<file path="src/rtl/sap_ctrl_pkg.sv">
// -----------------------------------------------------------------------------
// sap_ctrl_pkg
// Shared constants for the SAP-BR control path: control-word and ROM address
// widths, control-word bit positions decoded by the sequencer, the opcodes the
// sequencer cares about, and the default T-state configuration.
// -----------------------------------------------------------------------------
package sap_ctrl_pkg;

    localparam int CW_WIDTH     = 18;
    localparam int ADDR_WIDTH   = 7;
    localparam int OPCODE_WIDTH = 4;
    localparam int STEP_WIDTH   = 3;
    localparam int IR_WIDTH     = 8;

    // Control-word bit positions.
    localparam int CW_HLT    = 17;
    localparam int CW_IR_IN  = 10;
    localparam int CW_IR_OUT = 9;

    // Default T-state configuration.
    localparam int DEF_STEPS         = 5;
    localparam int DEF_MIN_SKIP_STEP = 2;

    typedef enum logic [OPCODE_WIDTH-1:0] {
        OP_NOP = 4'b0000,
        OP_HLT = 4'b1111
    } opcode_e;

    typedef logic [CW_WIDTH-1:0] cw_t;

endpackage

</file>
<file path="src/rtl/step_debounce_sync.sv">
// -----------------------------------------------------------------------------
// step_debounce_sync
// Brings an asynchronous front-panel level into the clk domain with a 2-flop
// synchroniser and emits a single-cycle pulse on its rising edge. Holding the
// input high yields exactly one pulse.
//
// Ports:
//   clk_i    in   system clock, rising edge
//   rst_i    in   asynchronous active-high reset
//   level_i  in   asynchronous button level
//   pulse_o  out  one-cycle pulse, two to three cycles after level_i rises
// -----------------------------------------------------------------------------
module step_debounce_sync (
    input  logic clk_i,
    input  logic rst_i,
    input  logic level_i,
    output logic pulse_o
);

    logic [1:0] sync_q;
    logic       prev_q;

    // NOTE: sequential state uses non-blocking assignments so every flop
    // samples the pre-edge values, giving a true two-stage shift.
    always_ff @(posedge clk_i or posedge rst_i) begin
        if (rst_i) begin
            sync_q <= 2'b00;
            prev_q <= 1'b0;
        end else begin
            sync_q <= {sync_q[0], level_i};
            prev_q <= sync_q[1];
        end
    end

    assign pulse_o = sync_q[1] & ~prev_q;

endmodule

</file>
<file path="src/rtl/control_sequencer.sv">
// -----------------------------------------------------------------------------
// control_sequencer
// Instruction register plus T-state counter forming the microcode ROM address
// {opcode, step}. Decodes the returned control word to load the IR, end an
// instruction early on an all-zero word, and halt. Supports free-run and
// single-step operation.
//
// Ports:
//   CLK           in   system clock, rising edge
//   CLR           in   asynchronous active-high reset
//   Run           in   1 = free-run, 0 = single-step
//   Step_Btn      in   asynchronous single-step request (level)
//   Bus    [7:0]  in   data bus, IR load source
//   Control_Word  in   18-bit word from the ROM for the current Address
//   Address [6:0] out  ROM address {IR[7:4], Step}
//   Opcode  [3:0] out  IR[7:4]
//   Operand_Out   out  IR[3:0] while the IR-out bit is set, else 0
//   Operand_En    out  IR-out control bit
//   Step    [2:0] out  current T-state
//   T             out  one-hot T-state for display
//   Halted        out  sticky halt flag
// -----------------------------------------------------------------------------
module control_sequencer
    import sap_ctrl_pkg::*;
#(
    parameter int STEPS         = DEF_STEPS,          // must not exceed 8
    parameter int HLT_BIT       = CW_HLT,
    parameter int IR_IN_BIT     = CW_IR_IN,
    parameter int IR_OUT_BIT    = CW_IR_OUT,
    parameter int MIN_SKIP_STEP = DEF_MIN_SKIP_STEP
) (
    input  logic                    CLK,
    input  logic                    CLR,
    input  logic                    Run,
    input  logic                    Step_Btn,
    input  logic [IR_WIDTH-1:0]     Bus,
    input  logic [CW_WIDTH-1:0]     Control_Word,
    output logic [ADDR_WIDTH-1:0]   Address,
    output logic [OPCODE_WIDTH-1:0] Opcode,
    output logic [3:0]              Operand_Out,
    output logic                    Operand_En,
    output logic [STEP_WIDTH-1:0]   Step,
    output logic [STEPS-1:0]        T,
    output logic                    Halted
);

    localparam logic [STEP_WIDTH-1:0] STEP_LAST = STEP_WIDTH'(STEPS - 1);
    localparam logic [STEP_WIDTH-1:0] STEP_SKIP = STEP_WIDTH'(MIN_SKIP_STEP);
    localparam logic [STEPS-1:0]      T_ONE     = {{(STEPS-1){1'b0}}, 1'b1};

    logic [IR_WIDTH-1:0]   ir_q,     ir_d;
    logic [STEP_WIDTH-1:0] step_q,   step_d;
    logic                  halted_q, halted_d;
    logic                  step_pulse;
    logic                  adv;

    step_debounce_sync u_step_sync (
        .clk_i   (CLK),
        .rst_i   (CLR),
        .level_i (Step_Btn),
        .pulse_o (step_pulse)
    );

    // Run overrides the button; a halt freezes everything until CLR.
    assign adv = ~halted_q & (Run | step_pulse);

    // State register.
    always_ff @(posedge CLK or posedge CLR) begin
        if (CLR) begin
            ir_q     <= '0;
            step_q   <= '0;
            halted_q <= 1'b0;
        end else begin
            ir_q     <= ir_d;
            step_q   <= step_d;
            halted_q <= halted_d;
        end
    end

    // Next-state logic.
    always_comb begin
        // NOTE: every variable gets a hold value first so no path through
        // the branches below leaves it unassigned and infers a latch.
        ir_d     = ir_q;
        step_d   = step_q;
        halted_d = halted_q;

        if (adv) begin
            if (Control_Word[HLT_BIT]) begin
                // Halt wins over an IR load in the same word; Step holds.
                halted_d = 1'b1;
            end else begin
                if (step_q == STEP_LAST) begin
                    step_d = '0;
                end else if (step_q >= STEP_SKIP && Control_Word == '0) begin
                    // Remaining steps of this instruction do nothing.
                    step_d = '0;
                end else begin
                    step_d = step_q + 1'b1;
                end

                if (Control_Word[IR_IN_BIT]) begin
                    ir_d = Bus;
                end
            end
        end
    end

    // Output logic.
    always_comb begin
        Address     = {ir_q[7:4], step_q};
        Opcode      = ir_q[7:4];
        Operand_En  = Control_Word[IR_OUT_BIT];
        Operand_Out = Control_Word[IR_OUT_BIT] ? ir_q[3:0] : 4'b0000;
        Step        = step_q;
        T           = T_ONE << step_q;
        Halted      = halted_q;
    end

endmodule

</file>
<file path="config.mk">
export PLATFORM = sky130hd
export DESIGN_NAME = control_sequencer
export DESIGN_NICKNAME = d
export VERILOG_FILES = /design/src/rtl/sap_ctrl_pkg.sv /design/src/rtl/step_debounce_sync.sv /design/src/rtl/control_sequencer.sv
export SDC_FILE = /design/constraint.sdc
export NUM_CORES = 1
export LEC_CHECK = 0
export ABC_AREA = 1
export CAP_MARGIN = 40
export CORE_MARGIN = 1.5
export CORE_UTILIZATION = 33
export DETAILED_ROUTE_END_ITERATION = 10
export GPL_TIMING_DRIVEN = 0
export PLACE_DENSITY = 0.77
export SETUP_SLACK_MARGIN = 0.05
export SLEW_MARGIN = 20
export SYNTH_ARGS = -nofsm -noshare
export SYNTH_HDL_FRONTEND = slang
export SYNTH_SLANG_ARGS = --single-unit
</file>
<file path="constraint.sdc">
create_clock -name CLK -period 1.25 [get_ports CLK]
set_input_delay 0.1875 -clock CLK [delete_from_list [all_inputs] [get_ports CLK]]
set_output_delay 0.1875 -clock CLK [all_outputs]
set_load 0.05 [all_outputs]
</file>
Yosys cells after proc, flatten, opt, wreduce, memory -nomap -nowiden:

Cells that the tools add are included.

* flip-flop bits (word level): 15
* latch bits: 0
* bits in writable memories: 0
* ROM bits: 0
* input port bits: 30
* output and inout port bits: 25
* logic and storage cells: 23
* memories kept: 0

* add/sub/neg operators: 1
* $mul: 0
* div/mod/pow operators: 0
* order comparisons: 1
* equal/unequal tests: 1
* shift-type cells: 1
* mux-type cells: 3
* bitwise gates (word level): 6
* reductions and logical operators: 5

Operators by type and width (number)
* logical NOT 18 bit: 1
* 2-to-1 mux 3 bit: 2
* << shifter 1 x 3 -> 5 bit, first input constant: 1
* 2-to-1 mux 4 bit: 1
* AND reduction 2 bit: 2
* adder 3 x 1 -> 3 bit, second input constant: 1
* equality test 3 bit, second input constant: 1
* >= comparator 3 x 2 -> 1 bit, second input constant: 1
* NOT 1 bit: 3
* AND reduction 3 bit: 1
* bitwise AND 1 bit: 2
* logical AND 1 bit: 1
* bitwise OR 1 bit: 1

Longest topological paths before layout:

Gate-level depths: netlist (run 1).

* word-level depth: 5
* gate-level depth with buffers: 8
* depth with buffers taken out: 8

By module:

Synthesis (run 1) repeated with hierarchy kept, for this count alone.

* cells, all modules: 121
* area, all modules: 958.4 um2

By module, submodules not included
* control_sequencer: instances 1, cells each 115, area an instance 869.6 um2, seq. area each 300.3 um2
* step_debounce_sync: instances 1, cells each 6, area an instance 88.8 um2, seq. area each 75.1 um2

Worst setup path before layout (run 1):

No wires, ideal clock.

* path type: reg-to-output
* start point: register step_q[0], in the netlist Step[0]
* end point: output port T[0]
* arrival: 1.633 ns
* data required time: 1.062 ns
* slack: -0.570 ns
* cell stages (with the launch flop): 5
* buffers on the path: 0
* path through: dfrtp_1 inv_1 ha_1 inv_1 nor2_1

* word-level cells in the longest chain between the ends: 1

Ends and longest elaborated chain
* start, declared: RTL line control_sequencer.sv:52 `logic [STEP_WIDTH-1:0] step_q, step_d;`
* start signal, assigned: RTL line control_sequencer.sv:75 `step_q <= step_d;`
* << shifter 1 x 3 -> 5 bit: RTL line control_sequencer.sv:116 `T = T_ONE << step_q;`
* end, declared: RTL line control_sequencer.sv:43 `output logic [STEPS-1:0] T,`

No other way between the ends.

Worst setup path in the final report (run 1):

* start point: register step_q[0], in the netlist Step[0]
* end point: output port Address[0]

RTL lines
* end, declared: RTL line control_sequencer.sv:38 `output logic [ADDR_WIDTH-1:0] Address,`

No word-level cell between the ends.

==> results of run 1 <==
cell type report:
| cell class | instances | area [um^2] | share of cell area |
|---|---|---|---|
| clock buffer | 4 | 26.3 | 0.0146 |
| tap | 30 | 37.5 | 0.0208 |
| buffer | 12 | 113 | 0.0625 |
| sequential | 15 | 380 | 0.211 |
| inverter | 14 | 65.1 | 0.0361 |
| timing repair buffer | 68 | 684 | 0.380 |
| multi-input combinational | 77 | 494 | 0.274 |
synth_stat cells:
cell type,number,area [um^2]
nand2_1,36,135
nor2_2,1,6.26
or2_1,1,6.26
buf_6,1,11.3
nand3_2,1,10.0
buf_4,12,90.1
nand2_4,1,11.3
dfrtp_1,15,375
ha_1,5,62.6
inv_1,12,45.0
inv_2,2,7.51
o21ai_1,7,35.0
nor2_4,1,11.3
nand2_2,1,6.26
o21ai_0,1,5.00
or2_0,1,6.26
nor2_1,20,75.1
o21bai_4,1,18.8
per-layer routing:
layer	up-vias	track usage	wire length [um]	share of wire
li1	491	-	-	-
met4	0	0.0836	55	0.021
met2	27	0.316	1490	0.58
met5	-	0	0	0
met1	436	0.166	915	0.36
met3	4	0.0302	109	0.042
power by group through the flow:
stage	Sequential, mW	Clock (mW)	Combinational (mW)
finish	0.781	0.270	2.85
global route	0.804	0.303	3.00
CTS	0.757	0.277	2.54
detailed placement	0.791	0	2.20
global placement	0.783	0	2.14
floorplan	0.921	0	1.40
worst min-delay path by stage:
| stage | endpoint | cells past startpoint | start |
|---|---|---|---|
| floorplan | ir_q[0] | 1 | CLR |
| global placement | u_step_sync.sync_q[1] | 0 | u_step_sync.sync_q[0] |
| detailed placement | u_step_sync.sync_q[1] | 0 | u_step_sync.sync_q[0] |
| CTS | ir_q[5] | 2 | CLR |
| global route | u_step_sync.sync_q[0] | 2 | CLR |
| finish | ir_q[2] | 2 | CLR |
logic make-up (layout without fill, tap and decap cells):
logic type | after synthesis | in the layout | share of synthesized area
buf+inv | 27 | 98 | 0.168
compound gates | 9 | 9 | 0.0640
simple gates | 63 | 63 | 0.292
fa+ha+maj | 5 | 5 | 0.0681
flops | 15 | 15 | 0.409
registers in the layout (all words and copies together), names as in the netlist:
name	flops
u_step_sync.sync_q	2
u_step_sync.prev_q	1
Step	3
Halted	1
ir_q	8
through the flow:
stage                     std cells  TNS, ns  hold slack (ns)   util
after floorplan                 119   -0.383           0.0887      -
after global placement          203    -9.53            0.348  0.617
after detailed placement        203   -10.02            0.348  0.617
after CTS                       214    -1.38            0.278  0.649
after global routing            220    -2.31            0.305  0.707
final                           220    -1.56            0.258  0.707
what timing repair did:
item	CTS	global route
buffers inserted	8	6
endpoints found under the setup margin	28	29
gates resized for setup	160	35
pin swaps	6	10
==> results.txt, run 1 <==
outcome: finished, violations left
failing checks: setup timing
Nets: 226
Final HPWL DP: 1800 um
crit path DAT: 1.30 ns
final wirelength: 2570 um
Int Pwr: 1.99 mW
initial antenna violation count: 0
dpl ws: -0.625 ns
Area growth syn-to-layout: 96.0%
Peak supply drop: 1.97 mV
Clk pwr share: 0.069
Final Instance Area: 1800 um^2
CTS Sinks: 15
Max Cap Viol: 0
global-route wire length before repair: 4080 um
startpoint types: flip-flop
CORE AREA: 2540 um^2
antenna-violating nets left: 0
vias per cell: 4.35
Reg clk slew, reported paths: 0.09 ns
largest stage delay on the critical path: 0.56 ns
Inserted Diodes: 0
Worst Setup EP: Address[0]
CTS Hold Bufs: 0
Psw: 1.91 mW
leak pwr: 0.887 nW
switching part of the total power: 0.490
placed inst area: 1570 um^2
clock root cell: clkbuf_4
cells along the critical path: dlygate4sd2_1
Seq pwr share: 0.200
skew final: 0.00488 ns
Max Clk Rate: 674 MHz
commonest non-fill, non-tap cell in the layout: nand2_1
WL per Instance: 11.7 um
critical path depth in cells: 1
Tot Pwr: 3.90 mW
Max Slew Vio Count: 0
maximum clock path buffer count: 2
DRT Pass-1 Iters: 4
Worst-Skew Late Latency: 0.28 ns
CTS tree: done
post-synth design cell area: 918 um^2
RSZ-0062 raised after global routing: yes
flop2flop setup slack: -0.11 ns
io pins: 55
CP Class: flip-flop to primary output
Max-Slew Margin vs Limit: 0.627
Worst Tran Pin Value: 0.559 ns
# setup viols final: 11
Tmin final: 1.48 ns
# rows: 18
FF-to-FF Start: Step[0]
Filler Cell Count: 200
1st-iter DRT viols: 14
synthesized flop and latch total: 15
vias in the first global route: 922
Netlist cell types: 18
largest net degree at the start of global routing: 16
die area: 3110 um^2
Global Route Usage Sum: 0.165
post-route DRC violation count: 0
reg-to-reg critical path endpoint: Step[2]
PortBufs: 54
Seq/Total Area, Yosys: 0.409
setup ws final: -0.233 ns
grt ovf: 0
Placer Congestion: 0.730
Comb pwr share: 0.731
worst-path fanout max: 6
CP endpoint kind: primary output
CP startpoint: Step[0]
worst r2r path cells: 6
layout cells sized above 1: 0.437
die width: 55.8 um
most frequent cells in the layout: nand2_1, clkdlybuf4s50_1, buf_4, buf_6, nor2_1
slowest stage cell, crit path: dlygate4sd2_1
crit share post-route: 1.19
Syn Inst Count: 119
via count: 958
synth warn: 0
Die H: 55.8 um
Final Hold Vio Count: 0
starting density of the core: 0.361
Avg Cell Area, Syn: 7.72 um^2
Req. time, crit path: 1.06 ns
Power Density: 2170 nW/um^2
total CTS buffers: 3
H-tree depth: 1
Post-Syn Nets: 154
Buf/Inv on CP: 1
Top delay family on crit path: buffers and inverters
HP Class: input pin to async pin
No activity file was read; power rests on OpenSTA's default activity.
==> run 2: changes to the inputs <==
- HOLD_SLACK_MARGIN: not set -> 0.03
==> results of run 2 <==
Same layout as run 1: the final DEF is identical, and so are final timing and power.
==> run 3: changes to the inputs <==
- ABC_AREA: 1 -> not set
- CORE_UTILIZATION: 33 -> 32
==> results.txt, run 3 <==
outcome: finished, violations left (unchanged)
failing checks: setup timing (unchanged)
max FFs per register: 8 (unchanged)
ranking of synthesized cells by area: dfrtp_1, buf_4, mux2_2, ha_1, and2b_2 (was dfrtp_1, nand2_1, buf_4, nor2_1, ha_1)
Async SR Flop Fraction: 1.00 (unchanged)
post-route DRC violation count: 0 (unchanged)
crit share post-route: 1.19 (about the same)
Max Slew Vio Count: 0 (unchanged)
Syn Inst Count: 73 (was 119)
startpoint types: flip-flop (unchanged)
Placer Congestion: 0.666 (was 0.730)
# rows: 18 (unchanged)
Final Hold Vio Count: 0 (unchanged)
top post-synthesis cells by count: dfrtp_1, buf_4, mux2_2, ha_1, inv_1 (was nand2_1, nor2_1, dfrtp_1, buf_4, inv_1)
Seq pwr share: 0.270 (was 0.200)
die area: 2960 um^2 (was 3110 um^2)
Tot Pwr: 2.33 mW (was 3.90 mW)
HP Class: input pin to async pin (unchanged)
hold_ws: 0.252 ns (was 0.258 ns)
CTS Sinks: 15 (unchanged)
Avg Cell Area, Syn: 11.6 um^2 (was 7.72 um^2)
worst-path fanout max: 6 (unchanged)
initial antenna violation count: 0 (unchanged)
Max Cap Viol: 0 (unchanged)
most frequent cells in the layout: clkdlybuf4s50_1, buf_6, buf_4, dfrtp_1, buf_8 (was nand2_1, clkdlybuf4s50_1, buf_4, buf_6, nor2_1)
largest stage delay on the critical path: 0.45 ns (was 0.56 ns)
most frequent cell after synthesis: dfrtp_1 (was nand2_1)
CP Class: flip-flop to primary output (unchanged)
WL per Instance: 14.8 um (was 11.7 um)
synthesized flop and latch total: 15 (unchanged)
global-route wire length before repair: 3610 um (was 4080 um)
slowest stage cell, crit path: dfrtp_2 (was dlygate4sd2_1)
skew final: 0.0157 ns (was 0.00488 ns)
Post-synth EDFFs: 0 (unchanged)
Max Clk Rate: 670 MHz (was 674 MHz)
Seq/Total Area, Yosys: 0.443 (was 0.409)
Filler Cell Count: 163 (was 200)
Reg clk slew, reported paths: 0.11 ns (was 0.09 ns)
1st-iter DRT viols: 15 (was 14)
RSZ-0062 raised after global routing: yes (unchanged)
leak pwr: 0.820 nW (was 0.887 nW)
switching part of the total power: 0.424 (was 0.490)
commonest non-fill, non-tap cell in the layout: clkdlybuf4s50_1 (was nand2_1)
# setup viols final: 18 (was 11)
final wirelength: 2510 um (was 2570 um)
CTS tree: done (unchanged)
Req. time, crit path: 1.06 ns (about the same)
Nets: 176 (was 226)
synth warn: 0 (unchanged)
CORE AREA: 2500 um^2 (was 2540 um^2)
io pins: 55 (unchanged)
Buf/Inv on CP: 2 (was 1)
Int Pwr: 1.34 mW (was 1.99 mW)
maximum clock path buffer count: 2 (unchanged)
Most flops, register: ir_q (unchanged)
vias per cell: 4.75 (was 4.35)
Inserted Diodes: 0 (unchanged)
Synth Flop Type: dfrtp_1 (unchanged)
clock root cell: clkbuf_4 (unchanged)
CP endpoint kind: primary output (unchanged)
area fraction of the dominant cell type after synthesis: 0.443 (was 0.409)
Worst Tran Pin Value: 0.615 ns (was 0.559 ns)
via count: 808 (was 958)
cells along the critical path: inv_4 -> ha_4 -> and2b_2 -> buf_6 (was dlygate4sd2_1)
crit path DAT: 1.30 ns (about the same)
Synth area leader: dfrtp_1 (unchanged)
starting density of the core: 0.339 (was 0.361)
post-synth design cell area: 847 um^2 (was 918 um^2)
Clk pwr share: 0.125 (was 0.069)
Comb pwr share: 0.605 (was 0.731)
PortBufs: 54 (unchanged)
Peak supply drop: 1.01 mV (was 1.97 mV)
setup ws final: -0.242 ns (was -0.233 ns)
Psw: 987 uW (was 1.91 mW)
largest net degree at the start of global routing: 16 (unchanged)
Worst-Skew Late Latency: 0.29 ns (was 0.28 ns)
Global Route Usage Sum: 0.175 (was 0.165)
Final HPWL DP: 1770 um (was 1800 um)
vias in the first global route: 782 (was 922)
Tmin final: 1.49 ns (was 1.48 ns)
layout cells sized above 1: 0.614 (was 0.437)
Max-Slew Margin vs Limit: 0.590 (was 0.627)
Die H: 54.5 um (was 55.8 um)
total CTS buffers: 3 (unchanged)
die width: 54.5 um (was 55.8 um)
DRT Pass-1 Iters: 4 (unchanged)
Area growth syn-to-layout: 108% (was 96.0%)
Power Density: 1320 nW/um^2 (was 2170 nW/um^2)
grt ovf: 0 (unchanged)
Top delay family on crit path: flip-flops (was buffers and inverters)
antenna-violating nets left: 0 (unchanged)
Netlist cell types: 21 (was 18)
H-tree depth: 1 (unchanged)
Post-Syn Nets: 108 (was 154)
==> run 3: cell types whose count changed in the layout (fill, tap and decap cells not counted), sizes merged, moves of 3 or more <==
cell	delta
nor2	-21
and2b	+3
nor4	+4
o21ai	-5
inv	-9
and2	+5
nand2	-35
mux2	+8
buf	-5
==> run 3: kinds of logic (layout without fill, tap and decap cells) <==
group                      after synthesis  count (layout)  share of synthesized area
muxes                                    8               8                      0.106
AOI/OAI and AO/OA                        6               6                     0.0532
DFF                                     15              15                      0.443
adders and majority gates                5               5                     0.0739
buffers and inverters                   17              84                      0.129
and+or+nand+nor                         22              22                      0.195
==> run 3: what timing repair did <==
action,in CTS,in global routing
hold buffers,0,0
resized for setup,176,22
buffers inserted,7,3
pin swaps,2,1
setup endpoints to repair,36,32
==> run 3: layer usage <==
metal	wire length, um	share of wire	vias up	GRT usage
met5	0	0	-	0
met4	14	0.0056	0	0.0625
met3	178	0.071	2	0.0546
met2	1290	0.51	34	0.261
met1	1030	0.41	398	0.237
li1	-	-	374	-
==> run 3: final cells by class <==
| class | count | area [um^2] | share of cell area |
|---|---|---|---|
| clock inverter | 1 | 5.00 | 0.00283 |
| clock buffer | 3 | 22.5 | 0.0128 |
| inverter | 5 | 21.3 | 0.0120 |
| multi-input combinational | 41 | 513 | 0.291 |
| buffer | 11 | 101 | 0.0574 |
| timing repair buffer | 64 | 684 | 0.388 |
| sequential | 15 | 380 | 0.215 |
| tap | 30 | 37.5 | 0.0213 |
==> run 3: final timing paths <==
check | startpoint | cells after the start | slack [ns] | to
setup / recovery | Step[0] | 4 | -0.24 | T[2]
hold / removal | CLR | 2 | 0.25 | ir_q[4]
hold reg to reg | u_step_sync.sync_q[1] | 0 | 0.36 | u_step_sync.prev_q
min in group CLK | Step_Btn | 1 | 0.33 | u_step_sync.sync_q[0]
max in group asynchronous | CLR | 2 | 0.54 | Step[2]
setup reg to reg | Step[0] | 6 | -0.23 | Step[0]
==> run 3: power by group through the flow <==
stage | Combinational, mW | Clock [mW] | Sequential, mW
after floorplan | 0.683 | 0 | 0.690
after global placement | 1.11 | 0 | 0.627
after detailed placement | 1.13 | 0 | 0.629
after CTS | 1.31 | 0.286 | 0.620
after global routing | 1.47 | 0.311 | 0.638
final | 1.41 | 0.291 | 0.629
==> run 3: per-stage QoR <==
step	cell area, um^2	TNS, ns	setup slack (ns)	instances	utilization
after floorplan	922	-1.21	-0.326	73	-
after global placement	1500	-12.34	-0.640	157	0.600
after detailed placement	1500	-12.96	-0.662	157	0.600
after CTS	1670	-1.97	-0.225	167	0.668
after global routing	1770	-2.91	-0.282	170	0.706
final	1770	-2.14	-0.242	170	0.706
